## src/rtl/alu_cmd_driver_pkg.sv

```systemverilog
// Shared types and constants for the ALU command driver: FSM states, opcodes,
// one-hot operand-mux encodings and the command error predicate.
package alu_cmd_driver_pkg;

  typedef enum logic [1:0] {IDLE, LOAD, EXEC, RESP} state_e;

  localparam logic [3:0] OP_ADD   = 4'd0;
  localparam logic [3:0] OP_SUB   = 4'd1;
  localparam logic [3:0] OP_MUL   = 4'd2;
  localparam logic [3:0] OP_DIV   = 4'd3;
  localparam logic [3:0] OP_AND   = 4'd4;
  localparam logic [3:0] OP_OR    = 4'd5;
  localparam logic [3:0] OP_XOR   = 4'd6;
  localparam logic [3:0] OP_NOT   = 4'd7;
  localparam logic [3:0] OP_NAND  = 4'd8;
  localparam logic [3:0] OP_NOR   = 4'd9;
  localparam logic [3:0] OP_XNOR  = 4'd10;
  localparam logic [3:0] OP_SHL   = 4'd11;
  localparam logic [3:0] OP_SHR   = 4'd12;
  localparam logic [3:0] OP_NOP   = 4'd13;
  localparam logic [3:0] OP_ERROR = 4'd14;
  localparam logic [3:0] OP_RESET = 4'd15;

  localparam logic [1:0] MUXA_LOAD = 2'b10;
  localparam logic [1:0] MUXA_HOLD = 2'b01;
  localparam logic [3:0] MUXB_LOAD = 4'b0100;
  localparam logic [3:0] MUXB_ACC  = 4'b0010;
  localparam logic [3:0] MUXB_HOLD = 4'b0001;

  // Operand comparisons are passed in pre-computed so the predicate stays width-agnostic.
  function automatic logic cmd_err(input logic [3:0] op, input logic b_gt_a, input logic b_zero);
    return ((op == OP_SUB) && b_gt_a) || ((op == OP_DIV) && b_zero) || (op == OP_ERROR);
  endfunction

endpackage

```

## src/rtl/alu_cmd_skid.sv

```systemverilog
// One-entry command holding buffer for the ALU command driver; used only when
// ALU_CMD_DRIVER_SKID_EN is defined. ready is registered and equals !full.
module alu_cmd_skid #(
  parameter int DW = 16
) (
  input  logic          clk,
  input  logic          reset,
  input  logic          push,
  input  logic          pop,
  input  logic [3:0]    in_op,
  input  logic [DW-1:0] in_a,
  input  logic [DW-1:0] in_b,
  input  logic          in_chain,
  output logic [3:0]    out_op,
  output logic [DW-1:0] out_a,
  output logic [DW-1:0] out_b,
  output logic          out_chain,
  output logic          full,
  output logic          ready
);

  logic          full_q, full_d;
  logic          ready_q;
  logic [3:0]    op_q, op_d;
  logic [DW-1:0] a_q, a_d, b_q, b_d;
  logic          chain_q, chain_d;

  always_comb begin
    full_d  = full_q;
    op_d    = op_q;
    a_d     = a_q;
    b_d     = b_q;
    chain_d = chain_q;
    if (push) begin
      full_d  = 1'b1;
      op_d    = in_op;
      a_d     = in_a;
      b_d     = in_b;
      chain_d = in_chain;
    end else if (pop) begin
      full_d  = 1'b0;
    end
  end

  always_ff @(posedge clk or posedge reset) begin
    if (reset) begin
      full_q  <= 1'b0;
      ready_q <= 1'b0;
    end else begin
      full_q  <= full_d;
      ready_q <= !full_d;
    end
  end

  // Payload only matters while full, so it carries no reset.
  always_ff @(posedge clk) begin
    op_q    <= op_d;
    a_q     <= a_d;
    b_q     <= b_d;
    chain_q <= chain_d;
  end

  assign out_op    = op_q;
  assign out_a     = a_q;
  assign out_b     = b_q;
  assign out_chain = chain_q;
  assign full      = full_q;
  assign ready     = ready_q;

endmodule

```

## src/rtl/alu_cmd_driver.sv

```systemverilog
// ALU command driver: accepts (op, A, B) commands, sequences the ALU through
// LOAD/EXEC and returns the accumulator with an error flag. Optional one-entry
// command skid buffer enabled by defining ALU_CMD_DRIVER_SKID_EN.
module alu_cmd_driver
  import alu_cmd_driver_pkg::*;
#(
  parameter int DW = 16,
  parameter int RW = 32
) (
  input  logic          clk,
  input  logic          reset,
  input  logic          cmd_valid,
  output logic          cmd_ready,
  input  logic [3:0]    cmd_op,
  input  logic [DW-1:0] cmd_a,
  input  logic [DW-1:0] cmd_b,
  input  logic          cmd_chain,
  output logic [DW-1:0] alu_a,
  output logic [DW-1:0] alu_b,
  output logic [1:0]    alu_mux_a,
  output logic [3:0]    alu_mux_b,
  output logic [3:0]    alu_op,
  output logic          alu_reset,
  input  logic [RW-1:0] alu_acc_val,
  output logic          rsp_valid,
  input  logic          rsp_ready,
  output logic [RW-1:0] rsp_data,
  output logic          rsp_err
);

  state_e        state_q, state_d;
  logic          cmd_fire, rsp_fire, load_new, load_skid, enter_load;
  logic [3:0]    sel_op;
  logic [DW-1:0] sel_a, sel_b;
  logic          sel_chain;

  logic [DW-1:0] alu_a_q, alu_a_d, alu_b_q, alu_b_d, last_q, last_d;
  logic [1:0]    mux_a_q, mux_a_d;
  logic [3:0]    mux_b_q, mux_b_d, alu_op_q, alu_op_d;
  logic          alu_reset_q, alu_reset_d;
  logic          rsp_valid_q, rsp_valid_d, rsp_err_q, rsp_err_d;
  logic [RW-1:0] rsp_data_q, rsp_data_d;

  assign cmd_fire = cmd_valid && cmd_ready;
  assign rsp_fire = rsp_valid_q && rsp_ready;

`ifdef ALU_CMD_DRIVER_SKID_EN
  logic          skid_full, skid_push, skid_chain;
  logic [3:0]    skid_op;
  logic [DW-1:0] skid_a, skid_b;

  // A held command takes priority over a new one at the response handshake.
  always_comb begin
    load_skid = (state_q == RESP) && rsp_fire && skid_full;
    load_new  = cmd_fire && ((state_q == IDLE) ||
                             ((state_q == RESP) && rsp_fire && !skid_full));
    skid_push = cmd_fire && !load_new;
    sel_op    = load_skid ? skid_op    : cmd_op;
    sel_a     = load_skid ? skid_a     : cmd_a;
    sel_b     = load_skid ? skid_b     : cmd_b;
    sel_chain = load_skid ? skid_chain : cmd_chain;
  end

  alu_cmd_skid #(.DW(DW)) u_skid (
    .clk       (clk),
    .reset     (reset),
    .push      (skid_push),
    .pop       (load_skid),
    .in_op     (cmd_op),
    .in_a      (cmd_a),
    .in_b      (cmd_b),
    .in_chain  (cmd_chain),
    .out_op    (skid_op),
    .out_a     (skid_a),
    .out_b     (skid_b),
    .out_chain (skid_chain),
    .full      (skid_full),
    .ready     (cmd_ready)
  );
`else
  logic cmd_ready_q;

  always_comb begin
    load_skid = 1'b0;
    load_new  = cmd_fire && (state_q == IDLE);
    sel_op    = cmd_op;
    sel_a     = cmd_a;
    sel_b     = cmd_b;
    sel_chain = cmd_chain;
  end

  always_ff @(posedge clk or posedge reset) begin
    if (reset) cmd_ready_q <= 1'b0;
    else       cmd_ready_q <= (state_d == IDLE);
  end

  assign cmd_ready = cmd_ready_q;
`endif

  assign enter_load = load_new || load_skid;

  always_ff @(posedge clk or posedge reset) begin
    if (reset) state_q <= IDLE;
    else       state_q <= state_d;
  end

  always_comb begin
    state_d = state_q;
    case (state_q)
      IDLE:    if (load_new) state_d = LOAD;
      LOAD:    state_d = EXEC;
      EXEC:    state_d = RESP;
      RESP:    if (rsp_fire) state_d = enter_load ? LOAD : IDLE;
      default: state_d = IDLE;
    endcase
  end

  // Outputs are registered, so they are decoded from the upcoming state.
  always_comb begin
    alu_a_d    = alu_a_q;
    alu_b_d    = alu_b_q;
    alu_op_d   = alu_op_q;
    mux_a_d    = MUXA_HOLD;
    mux_b_d    = MUXB_HOLD;
    if (enter_load) begin
      alu_a_d  = sel_a;
      alu_b_d  = sel_chain ? last_q : sel_b;
      alu_op_d = sel_op;
      mux_a_d  = MUXA_LOAD;
      mux_b_d  = sel_chain ? MUXB_ACC : MUXB_LOAD;
    end
    alu_reset_d = ((state_d == LOAD) || (state_d == EXEC)) && (alu_op_d == OP_RESET);
    rsp_valid_d = (state_d == RESP);

    rsp_data_d = rsp_data_q;
    rsp_err_d  = rsp_err_q;
    last_d     = last_q;
    if (state_q == EXEC) begin
      if (alu_op_q == OP_RESET) begin
        rsp_data_d = '0;
        rsp_err_d  = 1'b0;
        last_d     = '0;
      end else if (cmd_err(alu_op_q, alu_b_q > alu_a_q, alu_b_q == '0)) begin
        rsp_data_d = '0;
        rsp_err_d  = 1'b1;
      end else begin
        rsp_data_d = alu_acc_val;
        rsp_err_d  = 1'b0;
        last_d     = alu_acc_val[DW-1:0];
      end
    end
  end

  always_ff @(posedge clk or posedge reset) begin
    if (reset) begin
      alu_a_q     <= '0;
      alu_b_q     <= '0;
      mux_a_q     <= MUXA_HOLD;
      mux_b_q     <= MUXB_HOLD;
      alu_op_q    <= OP_NOP;
      alu_reset_q <= 1'b0;
      rsp_valid_q <= 1'b0;
      rsp_data_q  <= '0;
      rsp_err_q   <= 1'b0;
      last_q      <= '0;
    end else begin
      alu_a_q     <= alu_a_d;
      alu_b_q     <= alu_b_d;
      mux_a_q     <= mux_a_d;
      mux_b_q     <= mux_b_d;
      alu_op_q    <= alu_op_d;
      alu_reset_q <= alu_reset_d;
      rsp_valid_q <= rsp_valid_d;
      rsp_data_q  <= rsp_data_d;
      rsp_err_q   <= rsp_err_d;
      last_q      <= last_d;
    end
  end

  assign alu_a     = alu_a_q;
  assign alu_b     = alu_b_q;
  assign alu_mux_a = mux_a_q;
  assign alu_mux_b = mux_b_q;
  assign alu_op    = alu_op_q;
  assign alu_reset = alu_reset_q;
  assign rsp_valid = rsp_valid_q;
  assign rsp_data  = rsp_data_q;
  assign rsp_err   = rsp_err_q;

endmodule

```

## config.mk

```make
export PLATFORM = sky130hd
export DESIGN_NAME = alu_cmd_driver
export DESIGN_NICKNAME = d
export VERILOG_FILES = /design/src/rtl/alu_cmd_driver_pkg.sv /design/src/rtl/alu_cmd_skid.sv /design/src/rtl/alu_cmd_driver.sv
export SDC_FILE = /design/constraint.sdc
export NUM_CORES = 1
export LEC_CHECK = 0
export BUFFER_PORTS_ARGS = -buffer_cell sky130_fd_sc_hd__buf_2
export CORE_MARGIN = 2
export CORE_UTILIZATION = 49
export CTS_CLUSTER_SIZE = 40
export DETAILED_ROUTE_END_ITERATION = 10
export HOLD_SLACK_MARGIN = 0.06
export PLACE_DENSITY = 0.91
export SYNTH_ARGS = -nofsm -noshare
export SYNTH_HDL_FRONTEND = slang
export SYNTH_SLANG_ARGS = --single-unit
```

## constraint.sdc

```tcl
create_clock -name clk -period 3.5 [get_ports clk]
set_input_delay 0.175 -clock clk [delete_from_list [all_inputs] [get_ports clk]]
set_output_delay 0.175 -clock clk [all_outputs]
set_load 0.01 [all_outputs]
```

==> results of run 1 <==
## flip-flops by register name, summed over array words and instances (netlist names)
signal / count
alu_mux_b: 3
alu_reset: 1
state_q: 2
cmd_ready: 1
rsp_valid: 1
rsp_err: 1
rsp_data: 32
last_q: 16
alu_mux_a: 1
alu_op: 4
alu_a: 16
alu_b: 16
## per-layer routing
| layer | global-route usage (%) | vias to the layer above | part of all wire, % |
|---|---|---|---|
| li1 | - | 1594 | - |
| met1 | 29.6 | 1716 | 41 |
| met2 | 43.1 | 137 | 52 |
| met3 | 5.43 | 22 | 5.9 |
| met4 | 8.45 | 0 | 2.1 |
| met5 | 0 | - | 0 |
## power groups by stage
stage | Combinational (mW) | Sequential, mW | Clock [mW]
5_1_grt | 1.86 | 1.92 | 0.791
4_1_cts | 1.69 | 1.85 | 0.756
3_5_place_dp | 1.65 | 1.86 | 0
2_1_floorplan | 0.910 | 1.97 | 0
6_report | 1.69 | 1.86 | 0.744
3_3_place_gp | 1.56 | 1.85 | 0
## worst min-delay path by stage
stage	from	endpoint	slack, ps	depth (start not counted)
final	reset	rsp_data[3]	50	2
after global routing	alu_acc_val[5]	rsp_data[5]	60	2
after CTS	alu_acc_val[15]	rsp_data[15]	60	2
after detailed placement	cmd_a[12]	alu_a[12]	380	3
after global placement	cmd_a[8]	alu_a[8]	380	3
after floorplan	cmd_valid	alu_mux_b[0]	290	1
## through the flow
stage,setup WS [ps],hold WS (ps)
floorplan,883,287
CTS,782,60.2
detailed placement,778,385
global route,555,61.4
finish,750,48.2
global placement,860,379
## critical path, stage by stage, from the launching register on
cell     delay [ps]
dfrtp_1         430
ha_1            340
nand4_1         160
nor4_2          310
a211o_1         160
a31oi_1          60
nor3b_4         720
buf_4           340
a22o_1          160
## synth_stat cells, types with 3 or more instances
master	number
a21oi_1	24
dfrtp_1	90
nor2_1	23
mux2i_1	16
dfstp_2	4
nand4_1	3
nand2b_1	3
o21ai_0	19
mux2_2	5
nand2_1	24
ha_1	18
inv_1	21
buf_6	4
clkbuf_1	6
a22o_1	48
buf_1	6
nand3_1	4
## layout by cell type, fill, tap and decap left out, types with 2 or more instances in the layout
master	n
nand3_1	4
clkbuf_8	10
dfrtp_1	90
mux2i_1	16
buf_4	5
dfstp_2	4
o21ai_0	19
a21oi_1	24
ha_1	18
nor4_1	2
dlygate4sd3_1	47
clkinvlp_4	3
buf_2	149
nand4_1	3
nor2b_1	2
nor2_1	23
a22o_1	48
mux2_2	5
nand2b_1	3
inv_1	19
nand2_1	24
## kinds of logic (layout without fill, tap and decap cells)
family,after synthesis,count (layout),share of synthesized area [%]
adders and majority gates,18,18,5.60
buffers and inverters,42,238,5.19
AOI/OAI and AO/OA,96,96,16.7
muxes,21,21,5.38
DFF,94,94,58.6
other,1,1,0.0932
and+or+nand+nor,70,70,8.49
## final cells by class
type,instances,area (µm²)
fill,619,2600
sequential,94,2360
multi-input combinational,206,1460
timing repair buffer,201,1250
clock buffer,10,138
tap,105,131
inverter,21,81.3
clock inverter,6,70.1
## repair_timing
item,in CTS,in global routing
gates resized for setup,0,0
hold buffers,47,0
hold endpoints to repair,56,0
==> results.json, run 1 <==
{
  "cp-startpoint": "alu_b[11]",
  "worstSetupStartpointType": "flop",
  "synthArstFlopShare_pct": 100,
  "placed_cell_area_mm2": 0.00482,
  "syn_inst": 342,
  "fmax_mhz": 364,
  "grt_max_degree": 85,
  "grt_pass1_vias": 3531,
  "seqPwrFrac_pct": 43.3,
  "seq_area_frac_synth_pct": 58.6,
  "stdcell_area_mm2": 0.00550,
  "p_sw_share_pct": 37.3,
  "drc_errors": 0,
  "syn_nets": 433,
  "fp.dieW_um": 94.6,
  "cts.htree.levels": 3,
  "ios": 151,
  "syn_avg_cell_area_um2": 11.8,
  "maxCapViolCount": 0,
  "endpoint": "rsp_data[30]",
  "final_util_pct": 67.9,
  "synth_area_mm2": 0.00402,
  "p_comb_share_pct": 39.4,
  "synth_cell_types": 37,
  "vias_per_cell": 5.40,
  "cts_buffers": 9,
  "power_density_mw_per_mm2": 782,
  "instances_no_fill": 643,
  "drtAntennaViolNets": 0,
  "drv_slew": 0,
  "finClkSkew_ps": 12.7,
  "criticalPathCategory": "reg2reg",
  "arrival_ps": 3050,
  "p_sw_mw": 1.60,
  "start_util_pct": 49.7,
  "yosys_most_used_dff": "dfrtp_1",
  "hp-class": "in2async",
  "place.gp.congestion": 0.802,
  "synth_edf_count": 0,
  "cp-end-kind": "flop",
  "vias": 3469,
  "nets": 624,
  "die_h_um": 94.6,
  "setup_viol": 0,
  "syn2layout_area_growth_pct": 36.6,
  "cts_tree": "done",
  "drtIter0Drc": 114,
  "synth_top_area_share_pct": 56.0,
  "clock_sinks": 94,
  "cts_setup_buffers": 0,
  "p_int_mw": 2.70,
  "fp.coreArea_mm2": 0.00809,
  "rsz0062_at_grt": "no",
  "std_cell_rows": 33,
  "clk_latency_ps": 360,
  "synth_area_leader_cell": "dfrtp_1",
  "reg2reg_slack_ps": 750,
  "maxSlewHeadroom_pct": 19.2,
  "ys_ff_latch": 94,
  "numPortBuffers": 149,
  "ir_drop_uv": 452,
  "worst-r2r-cell-count": 8,
  "synth.top_cells.by_area": "dfrtp_1 56%, a22o_1 10%, ha_1 5.6%, mux2i_1 4.0%, a21oi_1 3.0%",
  "cp_max_fo": 19,
  "clk_pin_slew_ps": 100,
  "reg2reg_to": "rsp_data[30]",
  "drive_above_1_share_pct": 34.2,
  "critPathRequiredTime_ps": 3800,
  "root_buffer": "clkbuf_8",
  "wl_per_cell_um": 17.0,
  "dieArea_mm2": 0.00895,
  "worst_pin_slew_ps": 1210,
  "status": "complete, no violations",
  "wirelength_mm": 11.0,
  "cts_max_path_buffers": 2,
  "design_power_total_mw": 4.30,
  "antenna_cells": 0,
  "clkPwrFrac_pct": 17.3,
  "period_needed_ps": 2750,
  "reg2reg_from": "alu_b[11]",
  "placed_cells": 580,
  "fin_crit_sh_pct": 78.6,
  "post-dp-hpwl_mm": 7.21,
  "hold_violations": 0,
  "drt_pass1_iterations": 4,
  "grt-ovfl-total": 0,
  "antenna_found_initial": 0,
  "p_leak_nw": 2.87,
  "grt_pass1_wl_mm": 16.9,
  "track_usage_pct": 24.5,
  "yosysWarnings": 0,
  "tns_ps": 0
}
No activity file was read; power rests on OpenSTA's default activity.
==> run 2, diff against run 1 <==
Clock period 3.5 ns to 2.8 ns, I/O delays scaled along.
==> run 2 against run 1 <==
Effect of this change:
- first-iteration DRC count grew 47%
- final cell count rose by 0.62%
- global-route usage grew 0.22 points
- highest routed layer unchanged
- clock power rose by 22%
- core utilization up 0.59 points
- non-clock buffer count increased by 4
- largest power group unchanged
==> results.json, run 2 (synthesis gave the netlist of run 1 again) <==
{
  "final_common_cell": "buf_2",
  "drtIter0Drc": 168,
  "start_util_pct": 49.7,
  "status": "complete, no violations",
  "wirelength_mm": 10.8,
  "drc_errors": 0,
  "p_leak_nw": 2.90,
  "p_int_mw": 3.35,
  "period_needed_ps": 2580,
  "std_cell_rows": 33,
  "fp.dieW_um": 94.6,
  "cp_max_fo": 48,
  "grt-ovfl-total": 0,
  "cp_cell_sequence": "ha_1 -> nand4_2 -> nor4_2 -> o21ai_0 -> a31oi_2 -> nor3b_4 -> buf_4 -> a22o_1",
  "ios": 151,
  "drv_slew": 0,
  "reg2reg_from": "alu_b[15]",
  "fmax_mhz": 388,
  "cts.htree.levels": 3,
  "cts_buffers": 9,
  "p_sw_share_pct": 37.1,
  "grt_pass1_vias": 3414,
  "slowest_delay_ps": 420,
  "criticalPathCategory": "reg2reg",
  "design_power_total_mw": 5.33,
  "cts_tree": "done",
  "cp-end-kind": "flop",
  "clk_pin_slew_ps": 90,
  "maxCapViolCount": 0,
  "antenna_found_initial": 0,
  "ir_drop_uv": 440,
  "worstSetupStartpointType": "flop",
  "numPortBuffers": 149,
  "fp.coreArea_mm2": 0.00809,
  "arrival_ps": 2820,
  "layout_common_cells": "149 x buf_2, 90 x dfrtp_1, 53 x dlygate4sd3_1",
  "reg2reg_to": "last_q[4]",
  "critPathRequiredTime_ps": 3040,
  "reg2reg_slack_ps": 220,
  "root_buffer": "clkbuf_8",
  "setup_viol": 0,
  "largest_reg_flops": 32,
  "maxSlewHeadroom_pct": 17.0,
  "antenna_cells": 0,
  "track_usage_pct": 24.7,
  "syn2layout_area_growth_pct": 37.7,
  "clock_sinks": 94,
  "drive_above_1_share_pct": 33.9,
  "finClkSkew_ps": 11.6,
  "dieArea_mm2": 0.00895,
  "cts_max_path_buffers": 2,
  "post-dp-hpwl_mm": 7.15,
  "p_sw_mw": 1.98,
  "worst-r2r-cell-count": 8,
  "worst_pin_slew_ps": 1240,
  "seqPwrFrac_pct": 43.4,
  "rsz0062_at_grt": "no",
  "slowest_stage": "dfrtp_1",
  "cts_setup_buffers": 0,
  "drtAntennaViolNets": 0,
  "clk_latency_ps": 360,
  "grt_max_degree": 95,
  "fillers": 603,
  "vias": 3424,
  "place.gp.congestion": 0.830,
  "grt_pass1_wl_mm": 16.8,
  "drt_pass1_iterations": 4,
  "power_density_mw_per_mm2": 962,
  "hold_violations": 0,
  "tns_ps": 0,
  "die_h_um": 94.6,
  "fin_crit_sh_pct": 92.1,
  "clkPwrFrac_pct": 17.0,
  "hp-class": "in2async",
  "p_comb_share_pct": 39.7,
  "vias_per_cell": 5.29,
  "nets": 628,
  "wl_per_cell_um": 16.7
}
[run 2: cell count changes in the layout (fill, tap and decap cells not counted)]
cell           previous run  this run
a31oi_1                   1         0
a31oi_2                   0         1
buf_4                     5         3
clkinv_2                  0         3
clkinvlp_4                3         1
dlygate4sd3_1            47        53
inv_6                     1         0
or3_1                     1         0
or3_4                     0         1
[run 2: per-layer routing]
| metal | vias to the layer above | wire length [µm] | track usage (%) |
|---|---|---|---|
| li1 | 1600 | - | - |
| met1 | 1671 | 4390 | 30.9 |
| met2 | 130 | 5560 | 42.3 |
| met3 | 23 | 618 | 5.59 |
| met4 | 0 | 238 | 8.57 |
| met5 | - | 0 | 0 |
[run 2: metrics by stage]
step                cells  util [%]  setup slack, ps  hold WS (ps)  instance area, µm²
finish                647      68.5              222          58.6                5540
detailed placement    578      59.3              187           351                4800
floorplan             342         -              218           252                4020
CTS                   647      68.4              163          90.9                5530
global placement      578      59.3              376           344                4800
global route          647      68.5             66.7          90.7                5540
[run 2: area by class of cell]
class,count,area (µm²),share of cell area [%]
clock buffers,10,138,2.48
clock inverters,6,61.3,1.11
inverters,21,81.3,1.47
multi-input cells,206,1480,26.6
flip-flops and latches,94,2360,42.5
well taps,105,131,2.37
repair buffers,205,1300,23.4
[run 2: what timing repair did]
action,4_1_cts,5_1_grt
endpoints found under the hold margin,69,0
setup endpoints to repair,0,17
resized for setup,0,2
hold buffers,53,0
[run 2: power groups by stage]
stage	registers, mW	logic (mW)	clock network (mW)
final	2.31	2.12	0.905
after global routing	2.38	2.33	0.985
after CTS	2.30	2.10	0.914
after detailed placement	2.32	2.04	0
after global placement	2.29	1.95	0
after floorplan	2.47	1.14	0
[run 2: how the worst max path moves through the flow]
| stage | start | to |
|---|---|---|
| detailed placement | alu_b[15] | last_q[4] |
| global route | alu_b[15] | last_q[4] |
| floorplan | reset | alu_a[0] |
| CTS | alu_b[15] | last_q[4] |
| finish | alu_b[15] | last_q[4] |
| global placement | alu_b[15] | last_q[1] |
[run 2: critical path: cells and delay by family (launching register included)]
kind	cells	cell delay, ps
AO/OA/AOI/OAI	3	760
AND/OR/NAND/NOR	3	630
flip-flops	1	420
adder cells (fa/ha/maj)	1	350
buffers and inverters	1	290
==> run 3, diff against run 2 <==
Settings changed: CORE_UTILIZATION 49 to 51, CTS_BUF_LIST set to sky130_fd_sc_hd__clkbuf_8, PLACE_DENSITY 0.91 to 0.93.
Clock period 2.8 ns to 2.4 ns, I/O delays scaled along.
==> run 3 against run 2 <==
Effect of this change:
- first-iteration DRC count is 21% lower
- setup slack worse by 200 ps
- non-clock buffer count is 5 higher
- power is 21% higher
- maximum frequency is 8.4% higher
- wire length is 2.8% higher
- largest cell class unchanged
==> results.json, run 3 (synthesis gave the netlist of run 1 again) <==
{
  "fmax_mhz": 421,
  "largest_reg_flops": 32,
  "p_leak_nw": 2.95,
  "drv_slew": 0,
  "hp-class": "in2reg",
  "arrival_ps": 2620,
  "vias_per_cell": 5.43,
  "endpoint": "last_q[3]",
  "vias": 3522,
  "wl_per_cell_um": 17.1,
  "power_density_mw_per_mm2": 1140,
  "cts_max_path_buffers": 2,
  "maxCapViolCount": 0,
  "layout_common_cells": "149 x buf_2, 90 x dfrtp_1, 54 x dlygate4sd3_1",
  "criticalPathCategory": "reg2reg",
  "post-dp-hpwl_mm": 7.03,
  "setup_viol": 0,
  "maxSlewHeadroom_pct": 64.2,
  "std_cell_rows": 32,
  "fp.coreArea_mm2": 0.00769,
  "clk_latency_ps": 360,
  "hold_violations": 0,
  "track_usage_pct": 26.2,
  "status": "complete, no violations",
  "fillers": 521,
  "min_from": "cmd_b[6]",
  "antenna_cells": 0,
  "place.gp.congestion": 0.915,
  "finClkSkew_ps": 11.9,
  "dieArea_mm2": 0.00862,
  "nets": 633,
  "clock_sinks": 94,
  "grt_pass1_vias": 3647,
  "cp-end-kind": "flop",
  "start_util_pct": 52.3,
  "reg2reg_to": "last_q[3]",
  "fin_crit_sh_pct": 99.0,
  "grt_max_degree": 95,
  "cts_tree": "done",
  "worst-r2r-cell-count": 9,
  "cts_setup_buffers": 0,
  "design_power_total_mw": 6.48,
  "ios": 151,
  "ir_drop_uv": 666,
  "drt_pass1_iterations": 4,
  "critPathRequiredTime_ps": 2640,
  "worst_pin_slew_ps": 537,
  "drtAntennaViolNets": 0,
  "drc_errors": 0,
  "cp-startpoint": "alu_a[14]",
  "cts_buffers": 9,
  "grt-ovfl-total": 0,
  "antenna_found_initial": 0,
  "period_needed_ps": 2380,
  "worstSetupStartpointType": "flop",
  "tns_ps": 0,
  "grt_pass1_wl_mm": 17.6,
  "cp_max_fo": 48,
  "root_buffer": "clkbuf_8",
  "clk_pin_slew_ps": 90,
  "syn2layout_area_growth_pct": 40.8,
  "drive_above_1_share_pct": 34.4,
  "drtIter0Drc": 133,
  "fp.dieW_um": 92.8,
  "reg2reg_slack_ps": 20,
  "wirelength_mm": 11.1,
  "cts.htree.levels": 3,
  "final_common_cell": "buf_2",
  "numPortBuffers": 149,
  "reg2reg_from": "alu_a[14]",
  "die_h_um": 92.8
}
-- run 3: layout make-up --
class | count | area, µm² | share of cell area (%)
clock buffer | 9 | 124 | 2.19
clock inverter | 7 | 103 | 1.81
inverter | 21 | 82.6 | 1.46
multi-input combinational | 206 | 1490 | 26.3
sequential | 94 | 2360 | 41.6
tap | 102 | 128 | 2.25
timing repair buffer | 210 | 1380 | 24.4
-- run 3: power breakdown --
part | internal, mW | switching, mW | total (mW)
Clock | 0.600 | 0.574 | 1.17
Sequential | 2.25 | 0.463 | 2.71
Combinational | 1.23 | 1.36 | 2.59
-- run 3: through the flow --
stage | instance area, µm² | util [%] | hold WS, ps | cells | worst slack [ps]
floorplan | 4030 | - | 232 | 342 | 109
global placement | 4870 | 63.3 | 290 | 579 | 106
detailed placement | 4870 | 63.3 | 302 | 579 | 49.2
CTS | 5630 | 73.3 | 73.0 | 649 | 22.3
global route | 5670 | 73.7 | 76.6 | 649 | -51.7
finish | 5670 | 73.7 | 82.2 | 649 | 23.0
-- run 3: metal layers --
layer  global-route usage (%)  wire (µm)
met1                     32.3       4530
met2                     46.2       5710
met3                     3.91        540
met4                     10.3        332
met5                        0          0
-- run 3: repair_timing --
action	4_1_cts	5_1_grt
setup endpoints to repair	0	17
resized for setup	0	5
hold buffers	54	0
hold endpoints to repair	160	0
-- run 3: worst min path at each step --
| stage | endpoint | slack (ps) | cells after the start |
|---|---|---|---|
| 3_3_place_gp | rsp_data[4] | 290 | 3 |
| 4_1_cts | alu_b[6] | 70 | 3 |
| 5_1_grt | alu_b[6] | 80 | 3 |
| 6_report | alu_b[6] | 80 | 3 |
| 2_1_floorplan | alu_mux_b[0] | 230 | 1 |
| 3_5_place_dp | rsp_data[3] | 300 | 3 |
-- run 3: worst max-delay path, stage by stage (launching register included) --
cell     delay [ps]
dfrtp_1         380
inv_1            90
ha_1            360
nand4_4         120
nor4_4          340
o21ai_0         180
a31oi_2         260
nor3b_4          90
buf_12          190
a22o_1          250
